## src/rtl/regfile_wb_arbiter_if.sv

```systemverilog
// Write-back request bundle: NREQ requesters offering (addr, data) writes to the register file.
interface regfile_wb_arbiter_if #(
  parameter int unsigned NREQ = 3,
  parameter int unsigned AW   = 5,
  parameter int unsigned DW   = 32
);
  logic [NREQ-1:0]    req_valid;
  logic [NREQ-1:0]    req_ready;
  logic [NREQ*AW-1:0] req_addr;
  logic [NREQ*DW-1:0] req_data;

  modport master (output req_valid, output req_addr, output req_data, input  req_ready);
  modport slave  (input  req_valid, input  req_addr, input  req_data, output req_ready);
endinterface

```

## src/rtl/regfile_wb_arbiter.sv

```systemverilog
// Round-robin arbiter for the register file write port, with a registered write stage
// and a pending-write scoreboard that flags read-after-write hazards on both read ports.
module regfile_wb_arbiter #(
  parameter int unsigned NREQ = 3,
  parameter int unsigned AW   = 5,
  parameter int unsigned DW   = 32
) (
  input  logic                 clk,
  input  logic                 rst_n,
  regfile_wb_arbiter_if.slave  req,
  output logic                 rf_rw,
  output logic [AW-1:0]        rf_addr3,
  output logic [DW-1:0]        rf_wdata,
  input  logic                 pend_set,
  input  logic [AW-1:0]        pend_addr,
  input  logic [AW-1:0]        rd_addr1,
  input  logic [AW-1:0]        rd_addr2,
  output logic                 hazard1,
  output logic                 hazard2,
  output logic [(2**AW)-1:0]   busy_mask,
  output logic                 dup_err
);

  localparam int unsigned PW   = (NREQ > 1) ? $clog2(NREQ) : 1;
  localparam int unsigned NREG = 2**AW;
  localparam logic [PW-1:0] PTR_RST = PW'(NREQ - 1);

  logic [AW-1:0]   addr_a [NREQ];
  logic [DW-1:0]   data_a [NREQ];

  logic [PW-1:0]   ptr_q, ptr_d;
  logic            rf_rw_q, rf_rw_d;
  logic [AW-1:0]   rf_addr3_q, rf_addr3_d;
  logic [DW-1:0]   rf_wdata_q, rf_wdata_d;
  logic [NREG-1:0] busy_q, busy_d;
  logic            dup_err_q, dup_err_d;

  logic [NREQ-1:0] gnt_c;
  logic [PW-1:0]   gnt_idx_c;
  logic            found_c;
  logic            clr_hit_c;

  for (genvar i = 0; i < NREQ; i++) begin : g_unpack
    assign addr_a[i] = req.req_addr[i*AW +: AW];
    assign data_a[i] = req.req_data[i*DW +: DW];
  end

  // Search starts just after the last winner, so the previous winner has lowest priority.
  always_comb begin
    gnt_c     = '0;
    gnt_idx_c = '0;
    found_c   = 1'b0;
    for (int k = 1; k <= int'(NREQ); k++) begin
      if (!found_c && req.req_valid[PW'((int'(ptr_q) + k) % int'(NREQ))]) begin
        found_c   = 1'b1;
        gnt_idx_c = PW'((int'(ptr_q) + k) % int'(NREQ));
      end
    end
    if (found_c) gnt_c[gnt_idx_c] = 1'b1;
  end

  assign req.req_ready = gnt_c;

  // Write stage: a handshake to x0 still advances the pointer but never raises rf_rw.
  always_comb begin
    ptr_d      = ptr_q;
    rf_rw_d    = 1'b0;
    rf_addr3_d = rf_addr3_q;
    rf_wdata_d = rf_wdata_q;
    if (found_c) begin
      ptr_d      = gnt_idx_c;
      rf_rw_d    = (addr_a[gnt_idx_c] != '0);
      rf_addr3_d = addr_a[gnt_idx_c];
      rf_wdata_d = data_a[gnt_idx_c];
    end
  end

  // Scoreboard: clear on commit, then set, so a same-edge set wins over the clear.
  always_comb begin
    busy_d    = busy_q;
    dup_err_d = dup_err_q;
    clr_hit_c = rf_rw_q && (rf_addr3_q == pend_addr);
    if (rf_rw_q) busy_d[rf_addr3_q] = 1'b0;
    if (pend_set && (pend_addr != '0)) begin
      if (busy_q[pend_addr] && !clr_hit_c) dup_err_d = 1'b1;
      busy_d[pend_addr] = 1'b1;
    end
    busy_d[0] = 1'b0;
  end

  always_ff @(posedge clk or negedge rst_n) begin
    if (!rst_n) begin
      ptr_q      <= PTR_RST;
      rf_rw_q    <= 1'b0;
      rf_addr3_q <= '0;
      rf_wdata_q <= '0;
      busy_q     <= '0;
      dup_err_q  <= 1'b0;
    end else begin
      ptr_q      <= ptr_d;
      rf_rw_q    <= rf_rw_d;
      rf_addr3_q <= rf_addr3_d;
      rf_wdata_q <= rf_wdata_d;
      busy_q     <= busy_d;
      dup_err_q  <= dup_err_d;
    end
  end

  assign rf_rw     = rf_rw_q;
  assign rf_addr3  = rf_addr3_q;
  assign rf_wdata  = rf_wdata_q;
  assign busy_mask = busy_q;
  assign dup_err   = dup_err_q;
  assign hazard1   = busy_q[rd_addr1];
  assign hazard2   = busy_q[rd_addr2];

endmodule

```

## src/flat_wrapper.sv

```systemverilog
// flat-port wrapper written by rule: the top's interface ports become plain ports
module regfile_wb_arbiter_flat 
#(
  parameter int unsigned NREQ = 3,
  parameter int unsigned AW   = 5,
  parameter int unsigned DW   = 32
)
  (clk, rst_n, rf_rw, rf_addr3, rf_wdata, pend_set, pend_addr, rd_addr1, rd_addr2, hazard1, hazard2, busy_mask, dup_err, req_req_valid, req_req_addr, req_req_data, req_req_ready);
  regfile_wb_arbiter_if #(.NREQ(NREQ), .AW(AW), .DW(DW)) req_i ();
  input  logic clk;
  input  logic rst_n;
  output logic rf_rw;
  output logic [AW-1:0] rf_addr3;
  output logic [DW-1:0] rf_wdata;
  input  logic pend_set;
  input  logic [AW-1:0] pend_addr;
  input  logic [AW-1:0] rd_addr1;
  input  logic [AW-1:0] rd_addr2;
  output logic hazard1;
  output logic hazard2;
  output logic [(2**AW)-1:0] busy_mask;
  output logic dup_err;
  input wire logic [$bits(req_i.req_valid)-1:0] req_req_valid;
  input wire logic [$bits(req_i.req_addr)-1:0] req_req_addr;
  input wire logic [$bits(req_i.req_data)-1:0] req_req_data;
  output wire logic [$bits(req_i.req_ready)-1:0] req_req_ready;
  assign req_i.req_valid = req_req_valid;
  assign req_i.req_addr = req_req_addr;
  assign req_i.req_data = req_req_data;
  assign req_req_ready = req_i.req_ready;
  regfile_wb_arbiter #(.NREQ(NREQ), .AW(AW), .DW(DW)) u_core (.clk(clk), .rst_n(rst_n), .req(req_i), .rf_rw(rf_rw), .rf_addr3(rf_addr3), .rf_wdata(rf_wdata), .pend_set(pend_set), .pend_addr(pend_addr), .rd_addr1(rd_addr1), .rd_addr2(rd_addr2), .hazard1(hazard1), .hazard2(hazard2), .busy_mask(busy_mask), .dup_err(dup_err));
endmodule
```

## config.mk

```make
export PLATFORM = sky130hd
export DESIGN_NAME = regfile_wb_arbiter_flat
export DESIGN_NICKNAME = d
export VERILOG_FILES = /design/src/rtl/regfile_wb_arbiter_if.sv /design/src/rtl/regfile_wb_arbiter.sv /design/src/flat_wrapper.sv
export SDC_FILE = /design/constraint.sdc
export NUM_CORES = 1
export LEC_CHECK = 0
export ABC_AREA = 1
export BUFFER_PORTS_ARGS = -buffer_cell sky130_fd_sc_hd__buf_2
export CORE_UTILIZATION = 48
export DETAILED_ROUTE_END_ITERATION = 7
export PLACE_DENSITY_LB_ADDON = 0.05
export SYNTH_ARGS = -nofsm -noshare
export SYNTH_HDL_FRONTEND = slang
export SYNTH_SLANG_ARGS = --single-unit
```

## constraint.sdc

```tcl
create_clock -name clk -period 2.4 [get_ports clk]
set_input_delay 0.48 -clock clk [delete_from_list [all_inputs] [get_ports clk]]
set_output_delay 0.48 -clock clk [all_outputs]
set_load 0.02 [all_outputs]
```

==> reports/metrics.csv <==
metric,value,unit
htree_num_levels,3,
required,1.92,ns
failed_checks,setup timing,
post_synth.cell_area_avg,6.89,um2
initial_utilization,49.8,%
synth.top_cells.by_area,"dfrtp_1 38%, o21ai_0 13%, nor2_1 9.7%, a21oi_1 9.1%, nand2_1 5.6%",
post-route-period-util,112,%
finClkSkew,0.0113,ns
share_of_the_yosys_chip_area_belonging_to_registers,39.0,%
routed_wire_length_per_instance,16.4,um
clock_insertion_delay_worst_skew,0.35,ns
area_growth,37.7,%
reg2reg_depth,14,
power_per_cell_area,1670,nW/um2
core.rowCount,35,
outcome,"complete, but fails checks",
globalRoute.totalOverflow,0,
post-synth-top-count-cell,nor2_1,
number_of_failing_hold_endpoints_at_the_final_stage,0,
timing.critical_path.fanout_max,5,
grt_first_pass_wirelength,25200,um
crit_start,u_core.ptr_q[1],
die_x,100,um
reg2reg_slack,0.01,ns
synthTopCellsByCount,"120 x nor2_1, 117 x o21ai_0, 84 x a21oi_1",
synth_top_family_by_area,compound AO/OA/AOI/OAI gates,
place.detailed.hpwl,11700,um
dr_total_vias,5807,
post_synth_fa_ha_maj_area_fraction,1.08,%
wirelength_met1,6520,um
synth.largest_area_cell,dfrtp_1,
layout.filler_cells,857,
ctsRootBufferMaster,clkbuf_8,
fraction_of_registers_with_async_set_or_reset_after_synthesis,100,%
cts.sinks,72,
synth-simple-area-share,22.2,%
num_io_pins,208,
slew_viol_final,0,
regToRegStartpoint,u_core.ptr_q[1],
remaining_number_of_nets_flagged_by_the_antenna_check_after_routing,0,
synthesis.instances,672,
grt_antenna_before_repair,0,
post_synth_instance_area,4630,um2
diodes,0,
die_area,10000,um2
maximum_capacitance_violations,0,
final.min_clock_period,2.68,ns
iteration_0_drc_count_of_the_detailed_router,465,
number_of_enable_type_register_cells_in_the_synthesized_netlist,0,
first_global_vias,5303,
place.gp.congestion,0.931,
drtPass1Iterations,6,
most_frequently_used_flop_master_after_synthesis,dfrtp_1,
core_area,9280,um2
synth_top_area_share,38.4,%
tritoncts,built,
cp-end-kind,output port,
drc_errors,0,
fraction_of_the_mapped_netlist_area_in_compound_gates,29.5,%
startpoint_type_of_the_worst_setup_path,register,
fin_ws,-0.278,ns
cts_buffers,9,
regToRegEndpoint,u_core.rf_wdata[27],
met2RoutedLength,8220,um
met3_length,1470,um
max-slew-margin-rel,54.0,%
synth_xor_xnor_area_share,0,%
proportion_of_layout_cells_with_a_drive_suffix_above_1,33.3,%
ir_worst_vdd,1090,uV
cts.reportedPaths.clkPinSlew,0.08,ns
largest_net_degree_at_the_start_of_global_routing,73,
rsz0062_at_grt,yes,
layout.nets,1026,
postSynthNetCount,808,
wl,16800,um
maxClockFrequency,373,MHz
drt-vias-per-instance,5.67,
route.top_layer_used,met4,
timing.hold.ws,0.123,ns
synth.distinct_cells,30,
floorplan.die.height,100,um
timing.setup.critical_path_class,register to output port,
max_clock_buf_depth,2,
yosysWarningCount,0,
worst-endpoint-arrival,2.20,ns
tightest_slew,0.688,ns
placement.io_buffers,206,
yosys_register_bits,72,
hold_removal_path_class,input port to asynchronous set/reset pin,
timing.final.setup_violations,3,
total_leakage_power,3.06,nW
synth.mux.area_fraction,0,%
fin_setup_tns,-0.659,ns
groute.usage.overall,31.7,%
## through the flow
| step | total power [W] | setup slack [ns] | util (%) | instances | instance area [um2] |
|---|---|---|---|---|---|
| floorplan | 0.00686 | 0.0326 | - | 672 | 4660 |
| finish | 0.0106 | -0.278 | 68.6 | 1024 | 6370 |
| CTS | 0.0102 | -0.230 | 67.0 | 1017 | 6220 |
| global placement | 0.00866 | 0.0450 | 63.1 | 992 | 5850 |
| global route | 0.0114 | -0.371 | 68.6 | 1024 | 6370 |
| detailed placement | 0.00886 | -0.0801 | 63.1 | 992 | 5850 |
## area by class of cell
type	count	area, um2	share of cell area, %
clock inverters	4	26.3	0.412
flip-flops and latches	72	1810	28.3
inverters	59	235	3.69
clock buffers	12	165	2.59
repair inverters	1	5.00	0.0786
multi-input cells	509	2650	41.6
well taps	129	161	2.53
repair buffers	238	1320	20.7
## repair_timing
item / CTS / global route
endpoints found under the setup margin: 26 / 40
pin swaps: 11 / 18
resized for setup: 30 / 26
setup buffers: 10 / 6
hold buffers: 0 / 0
gates cloned: 0 / 1
## flip-flops by register name (all words and copies together), names as in the netlist
register          cells
u_core.dup_err        1
u_core.ptr_q          2
u_core.rf_wdata      32
u_core.rf_addr3       5
u_core.rf_rw          1
u_core.busy_mask     31
## power breakdown
group          total [W]  internal (W)  switching [W]
clock           0.000941      0.000461       0.000480
combinational    0.00714       0.00260        0.00454
sequential       0.00253       0.00190       0.000630
## critical path, stage by stage (launching register included)
cell and delay (ns):
dfstp_2 0.57, ha_4 0.25, inv_6 0.10, nand3_4 0.08, nand2_4 0.10, a21oi_4 0.05
nand2_2 0.08, nand2_2 0.08, nor2_4 0.16, inv_4 0.07, nor3_4 0.16, buf_6 0.14
## cell families (layout without fill, tap and decap cells)
family | count (synthesis) | after routing
AO/OA/AOI/OAI | 255 | 255
AND/OR/NAND/NOR | 249 | 249
buffers and inverters | 91 | 314
flip-flops | 72 | 72
adder cells (fa/ha/maj) | 4 | 4
other | 1 | 1
## per-layer routing
metal | global-route usage, % | vias up
met1 | 39.6 | 2663
met3 | 6.55 | 58
li1 | - | 2729
met4 | 12.9 | 0
met5 | 0 | -
met2 | 53.6 | 357
## worst max path at each step
stage | cells past startpoint | slack, ns | endpoint
2_1_floorplan | 12 | 0.03 | req_req_ready[0]
6_report | 11 | -0.28 | req_req_ready[0]
4_1_cts | 12 | -0.23 | req_req_ready[0]
3_5_place_dp | 14 | -0.08 | u_core.rf_wdata[27]
5_1_grt | 12 | -0.37 | req_req_ready[0]
3_3_place_gp | 12 | 0.04 | req_req_ready[0]
## placed cells by master (no fill, tap or decap), types with 3 or more instances in the layout
cell type and count:
nand2_2 5, o211ai_1 17, inv_1 50, nor3_1 9, a22oi_1 8, dfrtp_1 69
o22ai_1 4, buf_2 204, o21ai_1 19, buf_12 3, nand3_4 4, buf_4 29
nand3_1 38, nor2_1 118, inv_2 5, a21oi_1 83, o21ai_0 114, nor2_4 3
nand2_4 6, clkbuf_8 12, nand2_1 60
Note: power is estimated with default switching activity, not from simulation.
